File: src/rtl/dynamatic_handshake_pkg.sv
// Shared handshake helpers: width functions and the reset polarity constant.
// Used by the elastic FIFO top level and its storage array.
package dynamatic_handshake_pkg;

    localparam logic HS_RESET_ACTIVE = 1'b0;

    function automatic int unsigned clog2(input int unsigned n);
        int unsigned r;
        r = 0;
        for (int i = 0; i < 32; i++) begin
            if ((64'd1 << i) < 64'(n)) r = i + 1;
        end
        return r;
    endfunction

    // Pointer width never drops below one bit, so DEPTH==1 still has a legal index.
    function automatic int unsigned ptr_width(input int unsigned depth);
        return (depth <= 1) ? 1 : clog2(depth);
    endfunction

    function automatic int unsigned occ_width(input int unsigned depth);
        return clog2(depth + 1);
    endfunction

    function automatic int unsigned data_width(input int unsigned dw);
        return (dw == 0) ? 1 : dw;
    endfunction

endpackage

File: src/rtl/elastic_fifo_mem.sv
// DEPTH x WIDTH register array with one synchronous write port and one
// asynchronous read port. Contents are intentionally not reset.
module elastic_fifo_mem
    import dynamatic_handshake_pkg::*;
#(
    parameter int unsigned Width = 32,
    parameter int unsigned Depth = 2
) (
    input  logic                         clk,
    input  logic                         wr_en,
    input  logic [ptr_width(Depth)-1:0]  wr_ptr,
    input  logic [Width-1:0]             wr_data,
    input  logic [ptr_width(Depth)-1:0]  rd_ptr,
    output logic [Width-1:0]             rd_data
);

    logic [Width-1:0] mem_q [Depth];

    always_ff @(posedge clk) begin
        if (wr_en) begin
            mem_q[wr_ptr] <= wr_data;
        end
    end

    assign rd_data = mem_q[rd_ptr];

endmodule

File: src/rtl/elastic_fifo_buffer.sv
// Depth-parameterised elastic FIFO for one valid/ready channel.
// Optional feature: define ELASTIC_FIFO_BYPASS_EN for a zero-latency path when empty.
module elastic_fifo_buffer
    import dynamatic_handshake_pkg::*;
#(
    parameter int unsigned DATA_WIDTH = 32,
    parameter int unsigned DEPTH      = 2
) (
    input  logic                               clk,
    input  logic                               rst,
    input  logic [data_width(DATA_WIDTH)-1:0]  ins,
    input  logic                               ins_valid,
    output logic                               ins_ready,
    output logic [data_width(DATA_WIDTH)-1:0]  outs,
    output logic                               outs_valid,
    input  logic                               outs_ready,
    output logic [occ_width(DEPTH)-1:0]        occupancy
);

    localparam int unsigned DataW = data_width(DATA_WIDTH);
    localparam int unsigned PtrW  = ptr_width(DEPTH);
    localparam int unsigned OccW  = occ_width(DEPTH);

    logic [PtrW-1:0]  wr_ptr_q, wr_ptr_d;
    logic [PtrW-1:0]  rd_ptr_q, rd_ptr_d;
    logic [OccW-1:0]  occ_q, occ_d;
    logic             empty, full, push, pop, bypass_fire;
    logic [DataW-1:0] head_data;

    always_comb begin
        empty     = (occ_q == '0);
        full      = (occ_q == OccW'(DEPTH));
        // Ready depends on stored state only; a pop while full does not open a slot.
        ins_ready = ~full;
`ifdef ELASTIC_FIFO_BYPASS_EN
        outs_valid  = ~empty | ins_valid;
        outs        = empty ? ins : head_data;
        bypass_fire = empty & ins_valid & outs_ready;
`else
        outs_valid  = ~empty;
        outs        = head_data;
        bypass_fire = 1'b0;
`endif
        push = ins_valid & ~full & ~bypass_fire;
        pop  = ~empty & outs_ready;

        wr_ptr_d = wr_ptr_q;
        if (push) begin
            wr_ptr_d = (wr_ptr_q == PtrW'(DEPTH - 1)) ? '0 : wr_ptr_q + 1'b1;
        end
        rd_ptr_d = rd_ptr_q;
        if (pop) begin
            rd_ptr_d = (rd_ptr_q == PtrW'(DEPTH - 1)) ? '0 : rd_ptr_q + 1'b1;
        end

        unique case ({push, pop})
            2'b10:   occ_d = occ_q + 1'b1;
            2'b01:   occ_d = occ_q - 1'b1;
            default: occ_d = occ_q;
        endcase
    end

    always_ff @(posedge clk) begin
        if (rst == HS_RESET_ACTIVE) begin
            wr_ptr_q <= '0;
            rd_ptr_q <= '0;
            occ_q    <= '0;
        end else begin
            wr_ptr_q <= wr_ptr_d;
            rd_ptr_q <= rd_ptr_d;
            occ_q    <= occ_d;
        end
    end

    assign occupancy = occ_q;

    elastic_fifo_mem #(
        .Width(DataW),
        .Depth(DEPTH)
    ) u_mem (
        .clk    (clk),
        .wr_en  (push),
        .wr_ptr (wr_ptr_q),
        .wr_data(ins),
        .rd_ptr (rd_ptr_q),
        .rd_data(head_data)
    );

endmodule

File: config.mk
export PLATFORM = sky130hd
export DESIGN_NAME = elastic_fifo_buffer
export DESIGN_NICKNAME = d
export VERILOG_FILES = /design/src/rtl/dynamatic_handshake_pkg.sv /design/src/rtl/elastic_fifo_mem.sv /design/src/rtl/elastic_fifo_buffer.sv
export SDC_FILE = /design/constraint.sdc
export NUM_CORES = 1
export LEC_CHECK = 0
export BUFFER_PORTS_ARGS = -buffer_cell sky130_fd_sc_hd__buf_4
export CAP_MARGIN = 20
export CORE_ASPECT_RATIO = 1.5
export CORE_MARGIN = 3
export CORE_UTILIZATION = 55
export DETAILED_ROUTE_END_ITERATION = 10
export PLACE_DENSITY = 0.84
export SYNTH_ARGS = -nofsm -noshare
export SYNTH_HDL_FRONTEND = slang
export SYNTH_SLANG_ARGS = --single-unit
File: constraint.sdc
create_clock -name clk -period 3.25 [get_ports clk]
set_input_delay 0.1625 -clock clk [delete_from_list [all_inputs] [get_ports clk]]
set_output_delay 0.1625 -clock clk [all_outputs]
set_load 0.01 [all_outputs]
Yosys cells after proc, flatten, opt, wreduce, memory -nomap -nowiden
Memory sizes are Yosys's and may differ from the RTL's. A register that Yosys moved wholly into a read port is not among the register bits.
Index checks and enable logic that the tools add are counted.
{ "op_classes": {"mul": 0, "div": 0, "shift": 0, "n_eq_ne": 3, "reduce_logical": 2, "addsub": 4, "magnitude_cmp": 0, "muxes": 7, "bitwise": 4} }
{ "op_table": {"columns": ["operator", "count"], "rows": [
  ["$mux W1", 6],
  ["$eq A2 B2 Y1 const B", 2],
  ["$pmux W2 S2", 1],
  ["$add A1 B1 Y1 const B", 2],
  ["$add A2 B1 Y2 const B", 1],
  ["$and A1 B1 Y1", 2],
  ["$eq A2 B1 Y1 const B", 1],
  ["$logic_not A2 Y1", 1],
  ["$not A1 Y1", 2],
  ["$reduce_bool A2 Y1", 1],
  ["$sub A2 B1 Y2 const B", 1]
]} }
{ "totals": {"wordCells": 24, "regBits": 4, "mem_bits_ro": 0, "n_memories": 1, "in_bits": 36, "ram_bits": 64, "latchBits": 0, "out_inout_bits": 36} }
{ "mem_list": {"columns": ["memory", "words", "width", "rd", "rd_clocked_by_memory_dff", "wr", "line_no", "source"], "rows": [
  ["u_mem.mem_q", 2, 32, 1, 1, 1, "elastic_fifo_mem.sv:17", "logic [Width-1:0] mem_q [Depth];"]
]} }

Longest topological paths before layout
Gate-level depths: netlist (run 1).
{ "depth": {"depth_word": 5, "depth_mapped": 6, "depth_no_buf": 6} }

Hierarchy
From an unflattened synthesis (run 1), not the netlist that was laid out.
{ "hier_totals": {"cells_unflattened": 126, "area_unflattened_um2": 2677.6} }
{ "modules_own_cells": {"columns": ["module", "seq_area_each_um2", "cells_each", "area_per_inst_um2", "n_inst"], "rows": [
  ["elastic_fifo_mem", 1921.8, 102, 2478.6, 1],
  ["elastic_fifo_buffer", 80.1, 24, 198.9, 1]
]} }

Least setup slack after synthesis (run 1)
OpenSTA, ideal clock, no wires.
{ "synth_timing": {"path_type": "reg2reg", "from": "reg occ_q[0], in the netlist occupancy[0]", "to": "mem u_mem.mem_q[1][0] (enable)", "arrival_time_ps": 1570, "required_ps": 2858, "setup_ps": 392, "period_less_slack_ps": 1962, "setup_slack_ps": 1288, "n_path_buf": 0, "path_stages_with_launch": 3, "path_cell_list": "dfxtp_1 > nand2b_1 > and3_1"} }
{ "synth_via": {"elab_chain_len": 5} }
{ "synth_lines": {"columns": ["element", "line_no", "source"], "rows": [
  ["from (decl)", "elastic_fifo_buffer.sv:26", "logic [OccW-1:0] occ_q, occ_d;"],
  ["from (signal assigned)", "elastic_fifo_buffer.sv:67", "occ_q <= '0;"],
  ["from (signal assigned)", "elastic_fifo_buffer.sv:71", "occ_q <= occ_d;"],
  ["$eq A2 B2 Y1", "elastic_fifo_buffer.sv:32", "full = (occ_q == OccW'(DEPTH));"],
  ["$not A1 Y1", null, null],
  ["via ins_ready", "elastic_fifo_buffer.sv:13", "output logic ins_ready,"],
  ["$and A1 B1 Y1", "elastic_fifo_buffer.sv:44", "push = ins_valid & ~full & ~bypass_fire;"],
  ["$mux W1", "elastic_fifo_mem.sv:20", "if (wr_en) begin"],
  ["$mux W1 (implied by the code)", "elastic_fifo_mem.sv:21", "mem_q[wr_ptr] <= wr_data;"],
  ["to (decl)", "elastic_fifo_mem.sv:17", null]
]} }
The timed path passes the listed nets, and every way through them passes these cells.

==> results.ini, run 1 <==
[cts]
cts-buffers-inserted = 9
cts_tree = built
cts_resized = 0
clock_latency_ns = 0.33
clockRootBuffer = clkbuf_8
cts_buffer_depth = 2
cts_sinks = 69
htree_levels = 3
clkSlewWorstSetupHoldPaths_ns = 0.07

[detailed_routing]
firstDrtPassIters = 3
post_drt_via_cell_ratio = 5.18
wl_per_cell_um = 17.9
routed_wl_um = 4990
num_vias = 1446
drtIter0Drc = 47
drc = 0
route.met2.wl_um = 2730
routed.top_layer = met4
met1_length_um = 1790
antenna_left = 0
route.met3.wl_um = 312

[yosys]
synth_top_family_by_area = multiplexers
synth_top_cell_by_area = edfxtp_1
synth_top_area_frac = 0.758
synth_adder_area_share = 0.00493
synth.area.mux_share = 0.142
netlist_area_sq_um = 2540
yosys-top-cells-area = edfxtp_1 76%, mux2_2 13%, dfxtp_1 3.9%
synth-seq-cells = 69
synthesis.nets = 161
synth_xor_area_frac = 0.0104
avgSynthCellArea_sq_um = 20.5
synth_seq_area_share = 0.797
synth_compound_area_frac = 0.0148
synthCells = 124
synthSimpleGateAreaFrac = 0.0217
netlist-cell-type-count = 22
ys.warnings.count = 0

[layout]
drive_gt1_frac = 0.506
fill_cells = 236
area_growth_pct = 40.6
diodes = 0
final_core_util = 0.819
mostFrequentLayoutCell = buf_4
nets = 265
mostFrequentLayoutCells = 74 x buf_4, 64 x edfxtp_1, 30 x mux2_2

[hold_path]
hp-class = primary input to register

[floorplan]
fp.dieW_um = 61.4
num_rows = 29
fp.coreArea_sq_um = 4350
ios = 72
start_util = 0.582
die_area_sq_um = 5480
die_height_um = 89.2

[timing]
worst_pin_slew_ns = 0.817
maxSlewViolCount = 0
max_freq_mhz = 484
period_minus_slack_ns = 2.07
fin_worst_skew_ns = 0.00526
setup_violations = 0
maxSlewHeadroom = 0.455
period_share = 0.636
hold_ws_ns = 0.0168
rsz0062_at_grt = false
hold_viol = 0
setup_tns_ns = 0

[pwr]
cellPowerDensity_nw_per_um2 = 756
p_leak_nw = 1.37
ir_drop_v = 0.000631

[place]
routabilityCongestion = 0.676
port_buffers = 71
dp_hpwl_um = 3280

[grt]
grtUsageTotal = 0.204
grt_max_degree = 33
grt-ovfl-total = 0
antenna_found_initial = 0
first_global_vias = 1599
grt_first_pass_wirelength_um = 7620

[setup_path]
worstPathArrival_ns = 1.90
required_ns = 3.09
startpoint_type = register
setup.worst_path.end_class = output pin
critPathKind = register to output pin
path_max_fanout = 21

[status]
status = completed

[job]
max_cap_violations = 0

==> path summary, 6_finish.rpt <==
path | slack, ns | depth (start not counted) | end | startpoint
max | 1.18 | 3 | outs[0] | register
min | 0.02 | 1 | u_mem.mem_q[0][16] | ins[16]
max reg2reg | 1.21 | 4 | u_mem.mem_q[0][5] | occupancy[0]
min reg2reg | 0.54 | 2 | occupancy[1] | occupancy[1]
==> cell type report <==
type / count / area, sq um / area share
clock inverter: 7 / 80.1 / 0.0225
multi-input combinational: 50 / 492 / 0.138
clock buffer: 9 / 124 / 0.0347
tap: 46 / 57.6 / 0.0161
sequential: 69 / 2020 / 0.567
inverter: 1 / 3.75 / 0.00105
timing repair buffer: 97 / 786 / 0.220
==> logic make-up after synthesis <==
logic type	after synthesis
multiplexers	32
buffers and inverters	5
AO/OA/AOI/OAI	5
AND/OR/NAND/NOR	9
adder cells (fa/ha/maj)	1
XOR/XNOR	3
flip-flops	69
==> state kept, by name, summed over array words and instances, names as in the netlist, named ones only <==
signal	count
rd_ptr_q	1
wr_ptr_q	1
occupancy	2
u_mem.mem_q	64
==> routing by layer <==
layer,global-route usage,vias to the layer above
met5,0,-
met4,0.110,0
met3,0.0665,14
met2,0.352,59
met1,0.215,684
li1,-,689
==> through the flow <==
step                power, W  instance area [sq um]  worst slack (ns)  cells
finish               0.00270                   3560              1.18    279
global route         0.00283                   3560              1.01    279
CTS                  0.00273                   3550              1.14    278
detailed placement   0.00199                   3130              1.19    240
global placement     0.00196                   3130              1.33    240
floorplan            0.00162                   2540              1.29    124
==> report_power, final <==
group          leakage [nW]  internal, W  switching, W
Sequential            0.640      0.00113     0.0000657
Clock                 0.103     0.000420      0.000292
Combinational         0.626     0.000442      0.000351
Total                  1.37      0.00199      0.000708
==> what timing repair did <==
action / CTS / global route
hold buffers: 22 / 1
hold endpoints to repair: 40 / 2
setup buffers: 0 / 0
==> Yosys cell counts <==
| master | count |
|---|---|
| inv_1 | 1 |
| nor2b_1 | 2 |
| or2_2 | 1 |
| clkbuf_1 | 1 |
| nand3b_1 | 1 |
| mux2_2 | 30 |
| and2_1 | 1 |
| a21boi_0 | 1 |
| edfxtp_1 | 64 |
| xnor2_1 | 3 |
| mux2_1 | 2 |
| nand2_1 | 1 |
| or3_1 | 1 |
| o21ai_0 | 1 |
| ha_1 | 1 |
| buf_2 | 3 |
| dfxtp_1 | 5 |
| nand2b_1 | 1 |
| and3_1 | 1 |
| a21boi_1 | 1 |
| o21a_1 | 1 |
| a21bo_2 | 1 |
==> critical path, stage by stage (launching register included) <==
cell	delay, ns
dfxtp_1	0.64
buf_4	0.39
mux2_2	0.39
buf_4	0.15
No activity file was read; power rests on OpenSTA's default activity.
==> inputs of run 2 (changes only) <==
- ABC_AREA: not set -> 1
- CORE_UTILIZATION: 55 -> 52
- PLACE_DENSITY: 0.84 -> 0.79
- clock period: 3.25 -> 2.2 ns (I/O delays scaled with it)
==> run 2 against run 1 <==
Net effect: first-iteration DRC count down 4.3%; global-route usage down 1.2 points; critical endpoint is now outs[7]; clock power grew 23%; largest power group unchanged; worst hold slack improved by 0.033 ns; clock-buffer cell count is 6 higher.
==> results.ini, run 2 <==
[yosys]
netlist_area_sq_um = 2710
async_flop_share = 0
synthesis.nets = 173
synth_top_family_by_area = multiplexers
synth_top_area_frac = 0.709
synth_compound_area_frac = 0.00647
synthSimpleGateAreaFrac = 0.0346
netlist-cell-type-count = 18
avgSynthCellArea_sq_um = 19.9
synth.area.mux_share = 0.175
ys_top_cells_by_count = 64 x edfxtp_1, 30 x mux2_4, 9 x nor2_1
synth_flop_cell = edfxtp_1
ys.warnings.count = 0
synth_seq_area_share = 0.746
synth-seq-cells = 69
synth-edff-count = 64
synth_adder_area_share = 0.00462
synth_xor_area_frac = 0
synth_top_cell_by_area = edfxtp_1
yosys-top-cells-area = edfxtp_1 71%, mux2_4 17%, dfxtp_1 3.7%
yosysMostFrequentCell = edfxtp_1
synthCells = 136

[setup_path]
critPathKind = register to output pin
startpoint_type = register
worstPathArrival_ns = 1.51
required_ns = 2.09
setup.worst_path.end_class = output pin
path_max_fanout = 18

[layout]
seq_area_sq_um = 2020
area_growth_pct = 40.3
fill_cells = 287
diodes = 0
regMostFlops = u_mem.mem_q
multiInputGateArea_sq_um = 609
drive_gt1_frac = 0.490
nets = 287
largest_reg_flops = 64
mostFrequentLayoutCell = buf_4
mostFrequentLayoutCells = 74 x buf_4, 64 x edfxtp_1, 32 x dlygate4sd3_1

[floorplan]
num_rows = 31
fp.coreArea_sq_um = 4930
ios = 72
fp.dieW_um = 64.9
die_area_sq_um = 6130
start_util = 0.550
die_height_um = 94.4

[place]
routabilityCongestion = 0.781
port_buffers = 71
dp_hpwl_um = 3460
post-place-ws_ns = 0.614

[timing]
finalWorstSetupSlack_ns = 0.582
period_share = 0.736
worst_pin_slew_ns = 0.426
setup_violations = 0
max_freq_mhz = 618
setup_tns_ns = 0
maxSlewHeadroom = 0.716
maxSlewViolCount = 0
period_minus_slack_ns = 1.62
hold_viol = 0
rsz0062_at_grt = false
fin_worst_skew_ns = 0.00455

[pwr]
p_leak_nw = 1.53
finalPower_w = 0.00351
cellPowerDensity_nw_per_um2 = 922
ir_drop_v = 0.000740

[grt]
antenna_found_initial = 0
grtUsageTotal = 0.192
first_global_vias = 1708
grt-ovfl-total = 0
grt_first_pass_wirelength_um = 8470
grt_max_degree = 33

[detailed_routing]
drtIter0Drc = 45
num_vias = 1559
antenna_left = 0
firstDrtPassIters = 4
drc = 0
routed_wl_um = 5400
post_drt_via_cell_ratio = 4.86
wl_per_cell_um = 16.8

[cts]
cts_sinks = 69
cts_tree = built
clkSlewWorstSetupHoldPaths_ns = 0.06
cts_setup_buffers = 0
htree_levels = 3
clockRootBuffer = clkbuf_8
clock_latency_ns = 0.32
cts-buffers-inserted = 9
cts_buffer_depth = 2

[status]
status = completed

[hold_path]
hp-class = primary input to register

[job]
max_cap_violations = 0

run 2: changes by cell type after synthesis, moves of 7 or more:
cell     delta
nor2_1      +9
mux2_2     -28
nand2_1     +7
mux2_4     +30
run 2: worst max-delay path: stages (launching register included):
cell	delay, ns
dfxtp_2	0.32
buf_4	0.32
mux2_2	0.40
buf_4	0.15
run 2: what timing repair did:
action | in CTS | in global routing
endpoints found under the hold margin | 64 | 0
gates resized for setup | 0 | 0
hold buffers | 32 | 0
run 2: power by group:
group | switching, W | internal (W) | leakage (nW)
logic | 0.000433 | 0.000529 | 0.804
registers | 0.0000600 | 0.00161 | 0.640
clock network | 0.000404 | 0.000471 | 0.0877
run 2: per-stage QoR:
stage               utilization  hold slack (ns)  cell area [sq um]  instances
floorplan                     -            0.209               2710        136
global placement          0.672            0.296               3310        273
detailed placement        0.672            0.298               3310        273
CTS                       0.772           0.0386               3800        321
global route              0.772           0.0302               3800        321
finish                    0.772           0.0494               3800        321
run 2: worst paths after layout:
| check | startpoint | to | cells past startpoint | slack, ns |
|---|---|---|---|---|
| setup / recovery | register | outs[7] | 3 | 0.58 |
| hold / removal | rst | wr_ptr_q | 3 | 0.05 |
| setup reg to reg | occupancy[0] | u_mem.mem_q[0][22] | 5 | 0.61 |
| hold reg to reg | rd_ptr_q | register | 2 | 0.52 |
run 2: metal layers:
| layer | GRT usage | up-vias | routed length [um] | share of wire |
|---|---|---|---|---|
| met5 | 0 | - | 0 | 0 |
| met3 | 0.0429 | 4 | 192 | 0.036 |
| li1 | - | 742 | - | - |
| met1 | 0.206 | 767 | 2010 | 0.37 |
| met4 | 0.0741 | 0 | 50 | 0.0093 |
| met2 | 0.359 | 46 | 3160 | 0.58 |
run 2: layout make-up:
| cell class | count | share of cell area |
|---|---|---|
| flip-flops and latches | 69 | 0.532 |
| inverters | 5 | 0.00494 |
| multi-input cells | 58 | 0.160 |
| repair buffers | 107 | 0.236 |
| clock inverters | 1 | 0.00132 |
| well taps | 66 | 0.0217 |
| clock buffers | 15 | 0.0438 |
run 2: logic make-up after synthesis:
group	Yosys count
multiplexers	32
flip-flops	69
AO/OA/AOI/OAI	3
buffers and inverters	9
AND/OR/NAND/NOR	22
adder cells (fa/ha/maj)	1
